### config.mk
export PLATFORM = sky130hd
export DESIGN_NAME = rcc_eth_clk_cfg_seq
export DESIGN_NICKNAME = d
export VERILOG_FILES = /design/src/rtl/rcc_eth_clk_cfg_seq.sv
export SDC_FILE = /design/constraint.sdc
export NUM_CORES = 1
export LEC_CHECK = 0
export CAP_MARGIN = 30
export CORE_MARGIN = 8
export CORE_UTILIZATION = 45
export CTS_CLUSTER_SIZE = 8
export DETAILED_ROUTE_END_ITERATION = 8
export GPL_ROUTABILITY_DRIVEN = 0
export PLACE_DENSITY = 0.63
export SYNTH_ARGS = -nofsm -noshare
export SYNTH_HDL_FRONTEND = slang
export SYNTH_SLANG_ARGS = --single-unit
### constraint.sdc
create_clock -name clk -period 2.3 [get_ports clk]
set_input_delay 0.23 -clock clk [delete_from_list [all_inputs] [get_ports clk]]
set_output_delay 0.23 -clock clk [all_outputs]
set_load 0.01 [all_outputs]
### src/rtl/rcc_eth_clk_cfg_seq.sv
// Glitch-free Ethernet kernel clock reconfiguration sequencer (RCC bus-clock domain).
// Gates the MII clocks, switches epis_2/fes, checks that the rx clock is alive, then ungates.
module rcc_eth_clk_cfg_seq #(
    parameter int unsigned OFF_DLY = 8,
    parameter int unsigned SW_DLY  = 16,
    parameter int unsigned TGL_MIN = 4,
    parameter int unsigned TMO     = 1023,
    parameter int unsigned CW      = 10
) (
    input  logic clk,
    input  logic rst,
    input  logic cfg_req,
    input  logic cfg_epis_2,
    input  logic cfg_fes,
    input  logic eth_rx_clk_tgl,
    input  logic rx_clk_en_in,
    input  logic tx_clk_en_in,
    output logic rx_clk_en_out,
    output logic tx_clk_en_out,
    output logic eth_rcc_epis_2,
    output logic eth_rcc_fes,
    output logic cfg_busy,
    output logic cfg_done,
    output logic cfg_err
);

    localparam logic [CW-1:0] OFF_LAST = CW'(OFF_DLY - 1);
    localparam logic [CW-1:0] SW_LAST  = CW'(SW_DLY - 1);
    localparam logic [CW-1:0] TMO_LAST = CW'(TMO - 1);
    localparam logic [CW-1:0] TGL_LAST = CW'(TGL_MIN - 1);
    localparam logic [CW-1:0] TGL_SAT  = CW'(TGL_MIN);
    localparam logic [CW-1:0] CNT_ONE  = CW'(1);

    typedef enum logic [2:0] {
        S_IDLE     = 3'd0,
        S_GATE_OFF = 3'd1,
        S_APPLY    = 3'd2,
        S_SETTLE   = 3'd3,
        S_CHECK    = 3'd4,
        S_REVERT   = 3'd5,
        S_GATE_ON  = 3'd6
    } state_t;

    // Select pairs are kept as {epis_2, fes}
    state_t          r_state;
    logic [CW-1:0]   r_cnt;
    logic [CW-1:0]   r_tgl_cnt;
    logic            r_tgl_q;
    logic [1:0]      r_new;
    logic [1:0]      r_prev;
    logic [1:0]      r_sel;
    logic            r_busy;
    logic            r_done;
    logic            r_err;
    logic            r_rx_en;
    logic            r_tx_en;

    state_t          w_state_nxt;
    logic [CW-1:0]   w_cnt_nxt;
    logic [CW-1:0]   w_tgl_cnt_nxt;
    logic [1:0]      w_new_nxt;
    logic [1:0]      w_prev_nxt;
    logic [1:0]      w_sel_nxt;
    logic            w_done_nxt;
    logic            w_err_nxt;
    logic            w_hold;
    logic            w_edge;
    logic [1:0]      w_req_sel;

    assign w_edge    = eth_rx_clk_tgl ^ r_tgl_q;
    assign w_req_sel = {cfg_epis_2, cfg_fes};

    // Next-state and next-output logic
    always_comb begin
        w_state_nxt   = r_state;
        w_cnt_nxt     = r_cnt;
        w_tgl_cnt_nxt = r_tgl_cnt;
        w_new_nxt     = r_new;
        w_prev_nxt    = r_prev;
        w_sel_nxt     = r_sel;
        w_done_nxt    = 1'b0;
        w_err_nxt     = r_err;

        unique case (r_state)
            S_IDLE: begin
                if (cfg_req) begin
                    w_err_nxt = 1'b0;
                    if (w_req_sel == r_sel) begin
                        w_done_nxt = 1'b1;
                    end else begin
                        w_new_nxt   = w_req_sel;
                        w_prev_nxt  = r_sel;
                        w_cnt_nxt   = '0;
                        w_state_nxt = S_GATE_OFF;
                    end
                end
            end
            S_GATE_OFF: begin
                if (r_cnt == OFF_LAST) begin
                    w_cnt_nxt   = '0;
                    w_state_nxt = S_APPLY;
                end else begin
                    w_cnt_nxt = r_cnt + CNT_ONE;
                end
            end
            S_APPLY: begin
                w_sel_nxt   = r_new;
                w_cnt_nxt   = '0;
                w_state_nxt = S_SETTLE;
            end
            S_SETTLE: begin
                if (r_cnt == SW_LAST) begin
                    w_cnt_nxt     = '0;
                    w_tgl_cnt_nxt = '0;
                    w_state_nxt   = S_CHECK;
                end else begin
                    w_cnt_nxt = r_cnt + CNT_ONE;
                end
            end
            S_CHECK: begin
                // A completing edge takes priority over a coincident timeout
                if (w_edge && (r_tgl_cnt == TGL_LAST)) begin
                    w_tgl_cnt_nxt = TGL_SAT;
                    w_done_nxt    = 1'b1;
                    w_state_nxt   = S_GATE_ON;
                end else if (r_cnt == TMO_LAST) begin
                    w_sel_nxt   = r_prev;
                    w_err_nxt   = 1'b1;
                    w_cnt_nxt   = '0;
                    w_state_nxt = S_REVERT;
                end else begin
                    w_cnt_nxt = r_cnt + CNT_ONE;
                    if (w_edge && (r_tgl_cnt != TGL_SAT)) begin
                        w_tgl_cnt_nxt = r_tgl_cnt + CNT_ONE;
                    end
                end
            end
            S_REVERT: begin
                if (r_cnt == SW_LAST) begin
                    w_cnt_nxt   = '0;
                    w_done_nxt  = 1'b1;
                    w_state_nxt = S_GATE_ON;
                end else begin
                    w_cnt_nxt = r_cnt + CNT_ONE;
                end
            end
            S_GATE_ON: begin
                w_state_nxt = S_IDLE;
            end
            default: begin
                w_state_nxt = S_IDLE;
            end
        endcase

        w_hold = (w_state_nxt != S_IDLE);
    end

    // State and output registers
    always_ff @(posedge clk) begin
        if (rst) begin
            r_state   <= S_IDLE;
            r_cnt     <= '0;
            r_tgl_cnt <= '0;
            r_tgl_q   <= 1'b0;
            r_new     <= 2'b00;
            r_prev    <= 2'b00;
            r_sel     <= 2'b00;
            r_busy    <= 1'b0;
            r_done    <= 1'b0;
            r_err     <= 1'b0;
            r_rx_en   <= 1'b0;
            r_tx_en   <= 1'b0;
        end else begin
            r_state   <= w_state_nxt;
            r_cnt     <= w_cnt_nxt;
            r_tgl_cnt <= w_tgl_cnt_nxt;
            r_tgl_q   <= eth_rx_clk_tgl;
            r_new     <= w_new_nxt;
            r_prev    <= w_prev_nxt;
            r_sel     <= w_sel_nxt;
            r_busy    <= w_hold;
            r_done    <= w_done_nxt;
            r_err     <= w_err_nxt;
            r_rx_en   <= rx_clk_en_in & ~w_hold;
            r_tx_en   <= tx_clk_en_in & ~w_hold;
        end
    end

    assign rx_clk_en_out  = r_rx_en;
    assign tx_clk_en_out  = r_tx_en;
    assign eth_rcc_epis_2 = r_sel[1];
    assign eth_rcc_fes    = r_sel[0];
    assign cfg_busy       = r_busy;
    assign cfg_done       = r_done;
    assign cfg_err        = r_err;

endmodule
==> flow_metrics.py, run 1 <==
metrics = {
    "clock_tree": {
        "cts_made_buffers": 5,
        "clk_path_buf_depth": 2,
        "clk_latency_ns": 0.29,
        "cts.clk_slew.worst_paths_ns": 0.07,
        "postCtsHoldBufs": 0,
        "h-tree-depth": 2,
        "cts_num_sinks": 35,
        "cts_setup_buffers": 0,
        "cts-root-buf": "clkbuf_8",
        "cts_tree": "built",
        "cts_resized": 0,
    },
    "yosys": {
        "synth_edf_count": 0,
        "synthArstFlopShare_pct": 0,
        "synthCells": 237,
        "synthFlopType": "dfxtp_1",
        "syn_area_um2": 2006,
        "synthTopCellsByArea": "dfxtp_1, a21oi_1, nand2_1",
        "ys_types": 55,
        "yosysSeqAreaShare_pct": 34.93,
        "ys_ff_latch": 35,
        "synth.largest_area_cell": "dfxtp_1",
        "synth_area_per_cell_um2": 8.463,
        "syn_nets": 249,
        "synth_warnings": 0,
        "synth_top_area_share_pct": 34.93,
    },
    "critical_path": {
        "worstRegToRegCells": 5,
        "cp.buffers_inverters": 0,
        "crit_cells": 5,
        "cp.required_ns": 2.48,
        "crit_type": "reg2reg",
        "slowest_delay_ns": 0.58,
        "reg2reg_from": "r_tgl_cnt[6]$_SDFFE_PP0P_",
        "rrSetupSlack_ns": 0.23,
        "worstPathCellList": "or4_4 > o311ai_1 > or2_2 > a21oi_2 > a32o_1",
        "crit_path_end": "r_tgl_cnt[8]$_SDFFE_PP0P_",
        "cp_top_family": "simple AND/OR/NAND/NOR gates",
        "crit_arrival_ns": 2.25,
        "slowest_stage": "or4_4",
        "end_kind": "register",
        "setup.worst_path.start_class": "register",
        "r2r_end": "r_tgl_cnt[8]$_SDFFE_PP0P_",
        "critPathMaxFanout": 6,
        "worstSetupStartpoint": "r_tgl_cnt[6]$_SDFFE_PP0P_",
    },
    "cells_and_area": {
        "syn_to_final_growth_pct": 17.97,
        "layout_common_cells": "dfxtp_1, nand2_1, a21oi_1",
        "multi_input_area_um2": 1225,
        "final_cells": 315,
        "area.sequential_um2": 700.7,
        "fin_nets": 274,
        "finalInstanceArea_um2": 2366,
        "n_fill_cell": 434,
        "layout-drive-gt1-share_pct": 12.93,
        "n_antenna_cell": 0,
        "final_common_cell": "dfxtp_1",
    },
    "place": {
        "io_buffers": 14,
        "detailed_place_hpwl_um": 3315,
        "placed_area_um2": 2266,
        "placed_cells": 307,
    },
    "detailed_routing": {
        "ant_nets": 0,
        "vias": 1873,
        "wl_met3_um": 269,
        "drt-met1-wl_um": 2372,
        "drtIter0Drc": 146,
        "drt-vias-per-instance": 5.946,
        "routed.top_layer": "met4",
        "drt_first_pass_iters": 4,
        "route.met2.wl_um": 1948,
        "detail_route.wirelength_um": 4652,
        "drc": 0,
        "wl_per_cell_um": 14.77,
    },
    "outcome": {
        "outcome": "finished clean",
    },
    "global_routing": {
        "grt_use_total_pct": 15.17,
        "grt_pass1_wl_um": 8211,
        "grt_overflow_total": 0,
        "antenna_found_initial": 0,
        "grt_start_max_net_pins": 24,
        "first_global_vias": 1752,
    },
    "die": {
        "core.rowCount": 24,
        "coreArea_um2": 4324,
        "die_x_um": 82.76,
        "start_util_pct": 46.38,
        "die_area_um2": 6849,
        "ios": 15,
        "fp.dieH_um": 82.76,
    },
    "min_path": {
        "hold_path.class": "reg2reg",
    },
    "timing": {
        "drv_slew": 0,
        "fmax_mhz": 483.5,
        "period_share_pct": 89.93,
        "min_period_ns": 2.068,
        "skew_ns": 0.006920,
        "hold_viol": 0,
        "whs_ns": 0.4730,
        "setup_violations": 0,
        "relSlewSlack_pct": 62.30,
        "worst_pin_slew_ns": 0.5618,
        "rsz0062_at_grt": "false",
        "finalSetupTns_ns": 0,
    },
    "power": {
        "ir_drop_uv": 320.9,
        "comb_power_share_pct": 9.5,
        "seq_power_share_pct": 50.3,
        "intPower_mw": 0.9446,
        "p_sw_mw": 0.2920,
        "leakagePower_nw": 0.8388,
        "p_clk_share_pct": 40.2,
        "total_power_mw": 1.237,
        "pwr_density_cell_nw_per_um2": 522.6,
        "swShare_pct": 23.61,
    },
    "flow_run": {
        "maxCapViolations": 0,
    },
}
==> per-stage QoR <==
stage / worst slack (ns) / utilization, %
after floorplan: 0.4057 / -
after global placement: 0.1198 / 52.40
after detailed placement: 0.08921 / 52.40
after CTS: 0.2443 / 54.72
after global routing: 0.1170 / 54.72
final: 0.2317 / 54.72
==> cell families after synthesis <==
group / after synthesis / synth area share [%]
AO/OA/AOI/OAI: 66 / 23.96
XOR/XNOR: 5 / 2.184
adder cells (fa/ha/maj): 4 / 2.495
buffers and inverters: 18 / 3.993
flip-flops: 35 / 34.93
multiplexers: 5 / 2.495
AND/OR/NAND/NOR: 104 / 29.94
==> power by group through the flow <==
stage               clock network, mW  logic, mW  registers [mW]
floorplan                           0     0.0675           0.639
global placement                    0      0.119           0.636
detailed placement                  0      0.119           0.636
CTS                             0.513      0.120           0.622
global route                    0.532      0.132           0.623
finish                          0.497      0.118           0.622
==> synthesized netlist by cell type (2+ instances only) <==
| library cell | n |
|---|---|
| inv_1 | 7 |
| xnor2_1 | 2 |
| o31ai_1 | 8 |
| a32o_1 | 6 |
| nor2_1 | 15 |
| or3_1 | 3 |
| nand3_1 | 10 |
| xor2_1 | 3 |
| or4_1 | 8 |
| nand4_1 | 7 |
| mux2i_1 | 5 |
| clkbuf_1 | 5 |
| dfxtp_1 | 35 |
| a31oi_1 | 3 |
| nand2_1 | 19 |
| o22ai_1 | 4 |
| buf_2 | 4 |
| or2_2 | 2 |
| nor2b_1 | 4 |
| nor4_1 | 3 |
| and2_1 | 2 |
| and3_1 | 7 |
| o21ai_1 | 2 |
| a21oi_1 | 16 |
| nor3_1 | 10 |
| nand2b_1 | 4 |
| ha_1 | 4 |
| a311oi_1 | 2 |
| o21ai_0 | 11 |
==> per-layer routing <==
metal / track usage (%) / up-vias
li1: - / 957
met1: 20.25 / 871
met2: 22.69 / 38
met3: 4.437 / 7
met4: 5.172 / 0
met5: 0 / -
==> how the worst min path moves through the flow <==
stage,startpoint,slack [ns],to,cells after the start
after floorplan,eth_rx_clk_tgl,0.36,r_tgl_q$_SDFF_PP0_,1
after global placement,cfg_err$_SDFFE_PP0P_,0.46,cfg_err$_SDFFE_PP0P_,2
after detailed placement,cfg_err$_SDFFE_PP0P_,0.47,cfg_err$_SDFFE_PP0P_,2
after CTS,cfg_err$_SDFFE_PP0P_,0.48,cfg_err$_SDFFE_PP0P_,2
after global routing,cfg_err$_SDFFE_PP0P_,0.50,cfg_err$_SDFFE_PP0P_,2
final,cfg_err$_SDFFE_PP0P_,0.47,cfg_err$_SDFFE_PP0P_,2
==> flip-flops by register name (all words and copies together) (netlist names) <==
signal,cells
cfg_busy,1
r_cnt,10
rx_clk_en_out,1
cfg_err,1
r_sel,2
r_prev,2
tx_clk_en_out,1
r_new,2
r_state,3
r_tgl_cnt,10
cfg_done,1
r_tgl_q,1
==> tightest hold or removal path: cells and delay by family, from the launching register on <==
| kind | cells | cell delay, ns |
|---|---|---|
| AO/OA/AOI/OAI | 1 | 0.06 |
| flip-flops | 1 | 0.31 |
| AND/OR/NAND/NOR | 1 | 0.06 |
==> cell type report <==
type                    instances  share of cell area, %
multi-input cells             184                  51.77
well taps                      52                  2.750
flip-flops and latches         35                  29.61
inverters                       8                  1.269
repair buffers                 28                  10.36
clock buffers                   8                  4.231
Note: power is estimated with default switching activity, not from simulation.
==> run 2, diff against run 1 <==
- PLACE_DENSITY: 0.63 -> default
==> flow_metrics.py, run 2 (same netlist as run 1, synthesis figures left out) <==
metrics = {
    "die": {
        "coreArea_um2": 4324,
        "die_area_um2": 6849,
        "start_util_pct": 46.38,
        "core.rowCount": 24,
        "ios": 15,
        "fp.dieH_um": 82.76,
        "die_x_um": 82.76,
    },
    "global_routing": {
        "grt_overflow_total": 0,
        "grt_use_total_pct": 15.28,
        "antenna_found_initial": 0,
        "grt_pass1_wl_um": 8197,
        "grt_start_max_net_pins": 24,
        "first_global_vias": 1730,
    },
    "cells_and_area": {
        "layout-drive-gt1-share_pct": 12.93,
        "layout_common_cells": "dfxtp_1, nand2_1, a21oi_1",
        "final_common_cell": "dfxtp_1",
        "fin_nets": 274,
        "n_antenna_cell": 0,
        "syn_to_final_growth_pct": 18.59,
        "reg_top3": "r_cnt (10), r_tgl_cnt (10), r_state (3)",
        "n_fill_cell": 412,
    },
    "clock_tree": {
        "cts_resized": 0,
        "cts-root-buf": "clkbuf_8",
        "clk_path_buf_depth": 2,
        "cts_setup_buffers": 0,
        "cts.clk_slew.worst_paths_ns": 0.07,
        "postCtsHoldBufs": 0,
        "cts_made_buffers": 5,
        "cts_tree": "built",
        "cts_num_sinks": 35,
        "h-tree-depth": 2,
        "clk_latency_ns": 0.28,
    },
    "timing": {
        "skew_ns": 0.002904,
        "hold_viol": 0,
        "finalSetupTns_ns": 0,
        "worst_pin_slew_ns": 0.5448,
        "rsz0062_at_grt": "false",
        "fmax_mhz": 485.1,
        "setup_violations": 0,
        "whs_ns": 0.4730,
        "period_share_pct": 89.63,
        "relSlewSlack_pct": 63.20,
        "drv_slew": 0,
        "min_period_ns": 2.061,
    },
    "flow_run": {
        "maxCapViolations": 0,
    },
    "critical_path": {
        "setup.worst_path.start_class": "register",
        "critPathMaxFanout": 6,
        "crit_type": "reg2reg",
        "cp.required_ns": 2.48,
        "end_kind": "register",
        "crit_arrival_ns": 2.24,
        "worstPathCellList": "or4_4 > o311ai_1 > or2_2 > a21oi_2 > a32o_1",
        "slowest_stage": "or4_4",
        "slowest_delay_ns": 0.58,
    },
    "detailed_routing": {
        "drt_first_pass_iters": 4,
        "ant_nets": 0,
        "drt-vias-per-instance": 5.984,
        "detail_route.wirelength_um": 4710,
        "wl_per_cell_um": 14.95,
        "vias": 1885,
        "drtIter0Drc": 151,
        "drc": 0,
    },
    "place": {
        "detailed_place_hpwl_um": 3404,
        "io_buffers": 14,
    },
    "outcome": {
        "outcome": "finished clean",
    },
    "power": {
        "ir_drop_uv": 312.8,
        "pwr_density_cell_nw_per_um2": 514.3,
        "total_power_mw": 1.223,
        "leakagePower_nw": 0.8414,
    },
    "min_path": {
        "hold_path.class": "reg2reg",
    },
}
## run 2: cell types whose count changed in the layout (fill, tap and decap cells not counted)
cell	previous run	this run
buf_12	0	1
buf_4	14	13
## run 2: cell type report
cell class / instances / area [um2] / area share [%]
multi-input combinational: 184 / 1225 / 51.50
sequential: 35 / 700.7 / 29.46
timing repair buffer: 28 / 257.7 / 10.84
clock buffer: 8 / 100.1 / 4.208
tap: 52 / 65.06 / 2.735
inverter: 8 / 30.03 / 1.262
## run 2: worst max-delay path: cells and delay by family (launching register included)
family	cells	cell delay [ns]
simple gates	2	0.80
flops	1	0.37
compound gates	3	0.78
## run 2: final timing paths
kind | startpoint | to | slack, ns | depth (start not counted)
worst max-delay path | r_tgl_cnt[6]$_SDFFE_PP0P_ | r_tgl_cnt[8]$_SDFFE_PP0P_ | 0.24 | 5
worst min-delay path | cfg_err$_SDFFE_PP0P_ | cfg_err$_SDFFE_PP0P_ | 0.47 | 2
worst max register to register | r_tgl_cnt[6]$_SDFFE_PP0P_ | r_tgl_cnt[8]$_SDFFE_PP0P_ | 0.24 | 5
worst min register to register | cfg_err$_SDFFE_PP0P_ | cfg_err$_SDFFE_PP0P_ | 0.47 | 2
## run 2: metrics by stage
| stage | worst slack [ns] | utilization [%] | instances | cell area [um2] |
|---|---|---|---|---|
| floorplan | 0.4057 | - | 237 | 2006 |
| global placement | 0.09541 | 52.69 | 307 | 2278 |
| detailed placement | 0.06580 | 52.69 | 307 | 2278 |
| CTS | 0.2611 | 55.01 | 315 | 2379 |
| global route | 0.04630 | 55.01 | 315 | 2379 |
| finish | 0.2385 | 55.01 | 315 | 2379 |
## run 2: where the power goes
part / total (mW) / internal, mW / switching [mW]
registers: 0.622 / 0.617 / 0.00497
logic: 0.119 / 0.0544 / 0.0642
clock network: 0.482 / 0.273 / 0.209
total: 1.22 / 0.945 / 0.278
## run 2: layer usage
metal | vias to the layer above | routed length, um | GRT usage [%]
li1 | 954 | - | -
met5 | - | 0 | 0
met2 | 45 | 2009 | 22.22
met1 | 884 | 2339 | 20.56
met4 | 0 | 28 | 5.517
met3 | 2 | 331 | 4.870
==> run 3, diff against run 2 <==
- TNS_END_PERCENT: default -> 30
==> results of run 3 <==
No change in the layout: final DEF, timing and power equal those of run 2.
